[src/rtl/note_sequencer.sv]
// Pattern sequencer feeding the synth voice: steps a small note RAM on a ms timebase, drives trig/osc_count.
// Optional feature macro: SEQ_TRANSPOSE_EN adds the transpose port (octave shift applied at load).
module note_sequencer #(
    parameter int unsigned STEPS    = 8,
    parameter int unsigned STEP_AW  = 3,
    parameter int unsigned PRESCALE = 20480,
    parameter int unsigned GAP_MS   = 26
) (
    input  logic               clk,
    input  logic               rstn,
    input  logic               run,
    input  logic               wr_en,
    input  logic [STEP_AW-1:0] wr_addr,
    input  logic [12:0]        wr_data,
    input  logic [9:0]         step_ms,
    input  logic [9:0]         gate_ms,
    input  logic [STEP_AW-1:0] last_step,
`ifdef SEQ_TRANSPOSE_EN
    input  logic [1:0]         transpose,
`endif
    output logic               trig,
    output logic [11:0]        osc_count,
    output logic [STEP_AW-1:0] step_idx,
    output logic               step_strobe
);

    localparam int unsigned PW = $clog2(PRESCALE);
    localparam int unsigned MW = 11;
    localparam logic [PW-1:0] PRE_LAST  = PW'(PRESCALE - 1);
    localparam logic [PW-1:0] PRE_EARLY = PW'(PRESCALE - 2);
    localparam logic [MW-1:0] GAP       = MW'(GAP_MS);
    localparam logic [MW-1:0] MIN_STEP  = MW'(2 * GAP_MS);

    typedef enum logic [1:0] {IDLE, LOAD, GATE, LOW} state_t;

    state_t        state;
    logic [12:0]   pattern [STEPS];
    logic [PW-1:0] presc;
    logic [MW-1:0] ms_cnt;

    logic [12:0]   entry;
    logic [11:0]   note;
    logic [MW-1:0] s_eff, s_room, g_eff, ms_next;
    logic          silent, tick, tick_early, wrap;

    always_ff @(posedge clk) begin
        if (wr_en)
            pattern[wr_addr] <= wr_data;
    end

    always_comb begin
        entry = pattern[step_idx];
`ifdef SEQ_TRANSPOSE_EN
        note = entry[11:0] >> transpose;
`else
        note = entry[11:0];
`endif
        s_eff      = ({1'b0, step_ms} < MIN_STEP) ? MIN_STEP : {1'b0, step_ms};
        s_room     = s_eff - GAP;
        g_eff      = ({1'b0, gate_ms} < s_room) ? {1'b0, gate_ms} : s_room;
        silent     = entry[12] | (note == '0) | (g_eff == '0);
        tick       = (presc == PRE_LAST);
        tick_early = (presc == PRE_EARLY);
        ms_next    = ms_cnt + 1'b1;
        wrap       = (step_idx >= last_step);
    end

    always_ff @(posedge clk or negedge rstn) begin
        if (!rstn) begin
            state       <= IDLE;
            trig        <= 1'b0;
            osc_count   <= '0;
            step_idx    <= '0;
            step_strobe <= 1'b0;
            presc       <= '0;
            ms_cnt      <= '0;
        end else begin
            step_strobe <= 1'b0;
            if (!run) begin
                state    <= IDLE;
                trig     <= 1'b0;
                step_idx <= '0;
                presc    <= '0;
                ms_cnt   <= '0;
            end else begin
                case (state)
                    IDLE: begin
                        state <= LOAD;
                        presc <= '0;
                    end
                    LOAD: begin
                        osc_count   <= note;
                        step_strobe <= 1'b1;
                        ms_cnt      <= '0;
                        presc       <= '0;
                        if (silent) begin
                            state <= LOW;
                            trig  <= 1'b0;
                        end else begin
                            state <= GATE;
                            trig  <= 1'b1;
                        end
                    end
                    GATE: begin
                        presc <= tick ? '0 : presc + 1'b1;
                        if (tick) begin
                            ms_cnt <= ms_next;
                            if (ms_next >= g_eff) begin
                                state <= LOW;
                                trig  <= 1'b0;
                            end
                        end
                    end
                    LOW: begin
                        // The LOAD cycle takes the final prescaler slot of the outgoing step,
                        // so trig-high is exactly G ms and the step period exactly S ms.
                        if (tick_early && (ms_next >= s_eff)) begin
                            state    <= LOAD;
                            step_idx <= wrap ? '0 : step_idx + 1'b1;
                            presc    <= '0;
                        end else begin
                            presc <= tick ? '0 : presc + 1'b1;
                            if (tick)
                                ms_cnt <= ms_next;
                        end
                    end
                    default: state <= IDLE;
                endcase
            end
        end
    end

endmodule

[config.mk]
export PLATFORM = sky130hd
export DESIGN_NAME = note_sequencer
export DESIGN_NICKNAME = d
export VERILOG_FILES = /design/src/rtl/note_sequencer.sv
export SDC_FILE = /design/constraint.sdc
export NUM_CORES = 1
export LEC_CHECK = 0
export BUFFER_PORTS_ARGS = -buffer_cell sky130_fd_sc_hd__buf_2
export CAP_MARGIN = 10
export CORE_ASPECT_RATIO = 1.1
export CORE_MARGIN = 2
export CORE_UTILIZATION = 54
export DETAILED_ROUTE_END_ITERATION = 7
export PLACE_DENSITY = 0.8
export RECOVER_POWER = 25
export SLEW_MARGIN = 20
export SYNTH_ARGS = -nofsm -noshare
export SYNTH_HDL_FRONTEND = slang
export SYNTH_SLANG_ARGS = --single-unit
[constraint.sdc]
create_clock -name clk -period 3.1 [get_ports clk]
set_clock_uncertainty 0.1 [all_clocks]
set_input_delay 0.62 -clock clk [delete_from_list [all_inputs] [get_ports clk]]
set_output_delay 0.62 -clock clk [all_outputs]
set_load 0.05 [all_outputs]
==> results of run 1 <==
synth_stat cells (3+ instances only):
master    count  area share (%)
nand4_1      12             1.0
a22oi_1      10             1.0
a21oi_1      19             1.3
nand2b_1     15             1.3
nor2_1       47             2.4
nor2b_1       5            0.43
nor3_1       11            0.75
or3_1         5            0.43
ha_1         41             7.0
nand2_1      32             1.6
mux4_2       16             4.9
mux2_2        7             1.1
nand3_1      18             1.2
xor2_1       12             1.4
o21ai_0      35             2.4
clkbuf_1      8            0.41
and2_1        4            0.34
inv_1        28             1.4
and3_1        5            0.43
mux2i_1      25             3.4
a31oi_1       4            0.34
edfxtp_1    104              43
buf_2         8            0.55
a21o_1        3            0.31
o31ai_1      11             1.1
xnor2_1      12             1.4
dfrtp_1      45              15
worst max path at each step:
stage / startpoint / endpoint / slack (ns) / depth (start not counted)
5_1_grt: step_ms[7] / state[0] / -1.89 / 23
3_3_place_gp: step_ms[7] / state[0] / -2.05 / 22
4_1_cts: step_ms[8] / state[0] / -1.70 / 23
2_1_floorplan: step_ms[7] / state[0] / -2.04 / 21
3_5_place_dp: step_ms[7] / state[0] / -2.30 / 22
6_report: step_ms[7] / state[0] / -1.80 / 23
state kept, by name, indices dropped and copies added (netlist names):
name and cells:
step_strobe 1, presc 15, trig 1, pattern 104, state 2, step_idx 3
ms_cnt 11, osc_count 12
per-layer routing:
layer,up-vias,global-route usage (%),wire length (um)
met4,0,10.1,925
met3,75,5.68,1060
li1,2472,-,-
met2,245,43.7,10300
met1,2765,32.0,7680
met5,-,0,0
power breakdown:
group          switching (W)  internal (W)
sequential         0.0000904       0.00228
combinational       0.000934      0.000552
clock               0.000855       0.00113
kinds of logic after synthesis:
logic type | count (synthesis) | synth area share (%)
multiplexers | 48 | 9.42
AND/OR/NAND/NOR | 162 | 11.0
other | 1 | 0.0513
adder cells (fa/ha/maj) | 41 | 7.01
AO/OA/AOI/OAI | 101 | 9.08
flip-flops | 149 | 58.1
XOR/XNOR | 24 | 2.87
buffers and inverters | 45 | 2.50
metrics by stage:
stage	std cells	area (um^2)	util, %	setup TNS, ns
2_1_floorplan	571	7460	-	-5.73
3_3_place_gp	858	8530	64.6	-14.00
3_5_place_dp	858	8530	64.6	-16.36
4_1_cts	898	9360	70.9	-4.92
5_1_grt	904	9810	74.3	-11.30
6_report	904	9810	74.3	-7.68
final cells by class:
class	instances	area (um^2)	share of cell area, %
multi-input cells	377	3560	36.3
clock buffers	18	429	4.37
well taps	161	201	2.05
flip-flops and latches	149	4250	43.3
repair buffers	157	1120	11.4
inverters	28	108	1.10
clock inverters	14	143	1.45
repair_timing:
action | 4_1_cts | 5_1_grt
buffers inserted | 8 | 6
gates resized for setup | 33 | 85
pin swaps | 17 | 34
gates cloned | 0 | 3
endpoints found under the setup margin | 14 | 32
hold buffers | 0 | 0
hold endpoints to repair | 0 | 0
==> reports/qor.tcl, run 1 <==
set qor(via_count_of_the_first_global_routing_pass) 5636
set qor(flops_latches_synth) 149
set qor(setup.worst_path.start_class) {primary input}
set qor(status) {finished with violations}
set qor(worstPathRequired_ns) 3.30
set qor(synthToLayoutAreaGrowth_pct) 34.1
set qor(synth.avg_cell_area_um2) 12.8
set qor(mostFrequentLayoutCell) {edfxtp_1}
set qor(vdd.ir_drop.worst_mv) 0.542
set qor(grt_first_pass_wirelength_um) 28300
set qor(tightest_slew_ns) 0.844
set qor(maxSlewViolCount) 0
set qor(timing.final.setup_violations) 32
set qor(critical_path_buf_inv_count) 3
set qor(io_buffers) 59
set qor(clock_insertion_delay_worst_skew_ns) 0.43
set qor(preCtsSetupSlack_ns) -2.30
set qor(reg2reg_slack_ns) -0.24
set qor(maxSlewHeadroom_pct) 43.7
set qor(cts_tree) {done}
set qor(clock.fmax_mhz) 204
set qor(dr.first_iter.drc_count) 530
set qor(gp_routability_congestion) 0.895
set qor(cell_count_of_the_worst_reg_to_reg_path) 12
set qor(placement_rows) 44
set qor(power_w) 0.00584
set qor(pwr_density_cell_mw_per_mm2) 595
set qor(regToRegEndpoint) {state[1]}
set qor(viasPerCell) 6.15
set qor(worst_slack_ns) -1.80
set qor(core_mm2) 0.0132
set qor(cts-buffers-inserted) 17
set qor(layout_min_cycle_time_ns) 4.90
set qor(critical_path.reg2reg.startpoint) {ms_cnt[1]}
set qor(routed-via-count) 5557
set qor(drive_gt1_share_pct) 37.8
set qor(detail_route.wl_per_cell_um) 22.1
set qor(grt.total_usage_pct) 25.7
set qor(yosys_warnings) 0
set qor(slowest_stage) {or3_4}
set qor(synth.distinct_cells) 52
set qor(drt.antenna.violating_nets) 0
set qor(grt_start_max_net_pins) 46
set qor(n_fill_cell) 781
set qor(critical_path.max_fanout) 5
set qor(path_delay_family) {simple AND/OR/NAND/NOR gates}
set qor(hold-worst-slack_ns) 0.0774
set qor(sequential_share_of_the_synthesized_area_pct) 58.1
set qor(synthesis.instances) 571
set qor(die_height_um) 126
set qor(final_nets) 814
set qor(period_share_pct) 158
set qor(yosys_most_used_dff) {edfxtp_1}
set qor(h-tree-depth) 4
set qor(cts.reportedPaths.clkPinSlew_ns) 0.07
set qor(mappedNetlistArea_mm2) 0.00732
set qor(dp.final_hpwl_um) 11800
set qor(boundaryPins) 60
set qor(antennaDiodeCount) 0
set qor(synth_edf_count) 104
set qor(number_of_remaining_drc_errors) 0
set qor(mostFrequentLayoutCells) {edfxtp_1 (104), buf_4 (86), buf_2 (45)}
set qor(synth-async-reset-ratio_pct) 30.2
set qor(grt_overflow_total) 0
set qor(die-width_um) 115
set qor(path_class) {in -> reg}
set qor(timing.critical_path.cells) {buf_6 > nor4_4 > o21ai_2 > nand2_2 > ha_4 > nor2_4 > or3_4 > o31ai_4 > ha_4 > nand3_4 > o221ai_4 > o41ai_4 > buf_6 > buf_6 > mux2_4 > ha_4 > nand4_1 > nor4_4 > a2111oi_4 > a22o_1 > a31oi_4 > nor4b_4 > a221oi_2}
set qor(path_category_of_the_worst_min_delay_check) {in -> async}
set qor(routed_wirelength_um) 19900
set qor(data_arrival_time_of_the_worst_path_ns) 5.10
set qor(slowest_delay_ns) 0.38
set qor(floorplan.initialDensity_pct) 55.4
set qor(grt_antenna_before_repair) 0
set qor(violations) {negative setup slack}
set qor(cts_root_buf) {clkbuf_16}
set qor(cap_viol_max_count) 0
set qor(category_of_the_worst_setup_path_capture_point) {flip-flop}
set qor(power.leakage_nw) 3.90
set qor(timing_hold_violations_final) 0
set qor(floorplan.die_area_mm2) 0.0145
set qor(drt_pass1_iterations) 7
set qor(grt_setup_unrepaired) {yes}
set qor(cts-root-to-sink-buffers) 2
set qor(mappedNetlistNets) 655
set qor(cts.sinks) 149
(Power assumes the default switching activity.)
==> inputs of run 2 (changes only) <==
--- a/config.mk
+++ b/config.mk
@@ -8,10 +8,10 @@
 export BUFFER_PORTS_ARGS = -buffer_cell sky130_fd_sc_hd__buf_2
 export CAP_MARGIN = 10
 export CORE_ASPECT_RATIO = 1.1
-export CORE_MARGIN = 2
+export CORE_MARGIN = 3
 export CORE_UTILIZATION = 54
 export DETAILED_ROUTE_END_ITERATION = 7
-export PLACE_DENSITY = 0.8
+export PLACE_DENSITY = 0.75
 export RECOVER_POWER = 25
 export SLEW_MARGIN = 20
 export SYNTH_ARGS = -nofsm -noshare
==> run 2 against run 1 <==
Compared with the run above:
- the flow still finishes with violations (negative setup slack)
- flip-flop and latch count stayed put
- first-iteration DRC count fell by 42%
- final cell count increased by 0.44%
- critical path depth stayed put
- global-route usage fell by 0.61 points
- largest power group unchanged
- setup slack gained 0.020 ns
- non-clock buffer count increased by 8
- via count shrank 3.2%
- largest cell class unchanged
- routed wire length fell by 9.8%
- clock-buffer cell count rose by 1
- sequential share of layout area rose by 0.77 points
==> reports/qor.tcl, run 2 (synthesized netlist as in run 1, its figures left out) <==
set qor(path_category_of_the_worst_min_delay_check) {reg -> reg}
set qor(number_of_remaining_drc_errors) 0 ;# unchanged
set qor(die-width_um) 117 ;# +1.7%
set qor(largest_reg_flops) 104 ;# unchanged
set qor(path_delay_family) {compound AO/OA/AOI/OAI gates}
set qor(die_height_um) 128 ;# +1.6%
set qor(clock.fmax_mhz) 205 ;# +0.41%
set qor(status) {finished with violations}
set qor(dr.first_iter.drc_count) 310 ;# -42%
set qor(cts-root-to-sink-buffers) 2 ;# unchanged
set qor(slowest_stage) {o41ai_4}
set qor(biggestRegsByFlops) {pattern: 104 flops, presc: 15 flops, osc_count: 12 flops}
set qor(tightest_slew_ns) 0.733 ;# -0.111 ns
set qor(maxSlewViolCount) 0 ;# unchanged
set qor(antennaDiodeCount) 0 ;# unchanged
set qor(critical_path_buf_inv_count) 4 ;# +1
set qor(routed_wirelength_um) 18000 ;# -9.8%
set qor(worst_slack_ns) -1.78 ;# +0.0201 ns
set qor(placement_rows) 43 ;# -2.3%
set qor(timing.critical_path.cells) {buf_8 > nor4_4 > o21ai_2 > nand2_2 > ha_4 > nor2_4 > or3_4 > o31ai_4 > ha_4 > inv_1 > o221ai_4 > o41ai_4 > buf_6 > buf_6 > mux2_4 > ha_4 > nand4_1 > nor4_4 > a2111oi_2 > a22o_1 > a31oi_2 > nand2b_1 > a221oi_1}
set qor(core_mm2) 0.0129 ;# -2.3%
set qor(mostFrequentLayoutCell) {edfxtp_1}
set qor(cts.sinks) 149 ;# unchanged
set qor(floorplan.die_area_mm2) 0.0150 ;# +3.4%
set qor(path_class) {in -> reg}
set qor(clock_insertion_delay_worst_skew_ns) 0.42 ;# about the same
set qor(via_count_of_the_first_global_routing_pass) 5816 ;# +3.2%
set qor(cts.reportedPaths.clkPinSlew_ns) 0.06 ;# about the same
set qor(grt_first_pass_wirelength_um) 28600 ;# +1.0%
set qor(grt_setup_unrepaired) {yes}
set qor(worstPathRequired_ns) 3.32 ;# +0.02 ns
set qor(crit_top_cell) {ha_4}
set qor(layout.cell_area.non_filler_mm2) 0.00964 ;# -1.8%
set qor(pwr_density_cell_mw_per_mm2) 600 ;# +0.86%
set qor(postPlaceCellArea_mm2) 0.00853 ;# about the same
set qor(seq_power_share_pct) 41.0 ;# +0.4 points
set qor(registers.top_by_ff_count) {pattern}
set qor(timing.final.setup_violations) 32 ;# unchanged
set qor(period_share_pct) 157 ;# -0.65 points
set qor(drt_pass1_iterations) 5 ;# -2
set qor(floorplan.initialDensity_pct) 56.7 ;# +1.3 points
set qor(power_w) 0.00579 ;# -0.93%
set qor(gp_routability_congestion) 0.859 ;# -4.0%
set qor(viasPerCell) 5.92 ;# -3.6%
set qor(power.share.switching_pct) 30.0 ;# -2.2 points
set qor(detail_route.wl_per_cell_um) 19.8 ;# -10%
set qor(power.leakage_nw) 3.91 ;# +0.28%
set qor(slowest_delay_ns) 0.43 ;# +0.05 ns
set qor(synthToLayoutAreaGrowth_pct) 31.8
set qor(setup.worst_path.start_class) {primary input}
set qor(cap_viol_max_count) 0 ;# unchanged
set qor(drive_gt1_share_pct) 35.4 ;# -2.4 points
set qor(cell_count_post_placement) 854 ;# -0.47%
set qor(pwr-share-comb_pct) 23.0 ;# -2.4 points
set qor(critical_path.max_fanout) 5 ;# unchanged
set qor(data_arrival_time_of_the_worst_path_ns) 5.09 ;# about the same
set qor(timing_hold_violations_final) 0 ;# unchanged
set qor(grt_antenna_before_repair) 0 ;# unchanged
set qor(io_buffers) 59 ;# unchanged
set qor(grt.total_usage_pct) 25.1 ;# -0.61 points
set qor(cts_tree) {done}
set qor(instances_no_fill) 908 ;# +0.44%
set qor(mostFrequentLayoutCells) {edfxtp_1 (104), buf_4 (87), buf_2 (47)}
set qor(power_frac_clock_pct) 36.0 ;# +2.1 points
set qor(internal_power_w) 0.00405 ;# +2.2%
set qor(total_switching_power_w) 0.00174 ;# -7.6%
set qor(routed-via-count) 5378 ;# -3.2%
set qor(vdd.ir_drop.worst_mv) 0.514 ;# -5.1%
set qor(cts_root_buf) {clkbuf_16}
set qor(dp.final_hpwl_um) 11700 ;# -0.70%
set qor(grt_overflow_total) 0 ;# unchanged
set qor(drt.antenna.violating_nets) 0 ;# unchanged
set qor(cts-buffers-inserted) 17 ;# unchanged
set qor(boundaryPins) 60 ;# unchanged
set qor(final_nets) 822 ;# +0.98%
set qor(grt_start_max_net_pins) 46 ;# unchanged
set qor(violations) {negative setup slack}
set qor(category_of_the_worst_setup_path_capture_point) {flip-flop}
set qor(layout_min_cycle_time_ns) 4.88 ;# -0.0201 ns
set qor(h-tree-depth) 4 ;# unchanged
set qor(maxSlewHeadroom_pct) 51.0 ;# +7.3 points
[run 2: changes by cell type in the layout (fill, tap and decap cells not counted), moves of 3 or more]
cell,delta
ha_1,+4
o21ai_1,+3
nand3_4,-3
buf_6,+4
nand3_2,+3
o31ai_4,-4
ha_4,-5
o31ai_1,+3
[run 2: final cells by class]
cell class | instances | area, um^2
Clock buffer | 19 | 433
Inverter | 28 | 105
Timing Repair Buffer | 165 | 1200
Fill cell | 783 | 3270
Clock inverter | 13 | 173
Tap cell | 157 | 196
Multi-Input combinational cell | 377 | 3290
Sequential cell | 149 | 4250
[run 2: what timing repair did]
item	in CTS	in global routing
hold endpoints to repair	0	11
pin swaps	18	18
cloned	4	1
endpoints found under the setup margin	15	32
setup buffers	20	3
hold buffers	0	1
gates resized for setup	55	26
[run 2: worst min-delay path, stage by stage (launching register included)]
cell     delay, ns
dfrtp_1       0.34
nand2_1       0.04
o21ai_0       0.06
[run 2: stage by stage]
| step | setup slack, ns | util, % | setup TNS [ns] | hold slack (ns) |
|---|---|---|---|---|
| floorplan | -2.04 | - | -5.73 | 0.224 |
| global placement | -2.09 | 66.1 | -17.30 | 0.365 |
| detailed placement | -2.28 | 66.1 | -20.66 | 0.374 |
| CTS | -1.78 | 73.7 | -19.98 | 0.292 |
| global route | -1.96 | 74.7 | -14.15 | 0.393 |
| finish | -1.78 | 74.7 | -10.56 | 0.385 |
[run 2: final timing paths]
path | cells past startpoint | startpoint | end | slack, ns
max in group asynchronous | 3 | rstn | presc[11] | 1.89
max | 23 | step_ms[9] | state[0] | -1.78
max reg2reg | 11 | ms_cnt[3] | ms_cnt[10] | -0.17
min reg2reg | 2 | osc_count[10] | osc_count[10] | 0.39
min | 2 | osc_count[10] | osc_count[10] | 0.39
min in group asynchronous | 2 | rstn | ms_cnt[0] | 0.52
[run 2: power by group through the flow]
| stage | Combinational, W | Clock, W | Sequential, W |
|---|---|---|---|
| floorplan | 0.000487 | 0 | 0.00266 |
| detailed placement | 0.00115 | 0 | 0.00241 |
| global route | 0.00142 | 0.00222 | 0.00238 |
| global placement | 0.00111 | 0 | 0.00240 |
| finish | 0.00133 | 0.00208 | 0.00237 |
| CTS | 0.00125 | 0.00212 | 0.00237 |
[run 2: per-layer routing]
layer,vias up,track usage [%],part of all wire (%)
met2,170,44.1,54
met5,-,0,0
li1,2482,-,-
met1,2690,30.1,39
met3,36,6.04,5.1
met4,0,8.37,1.8
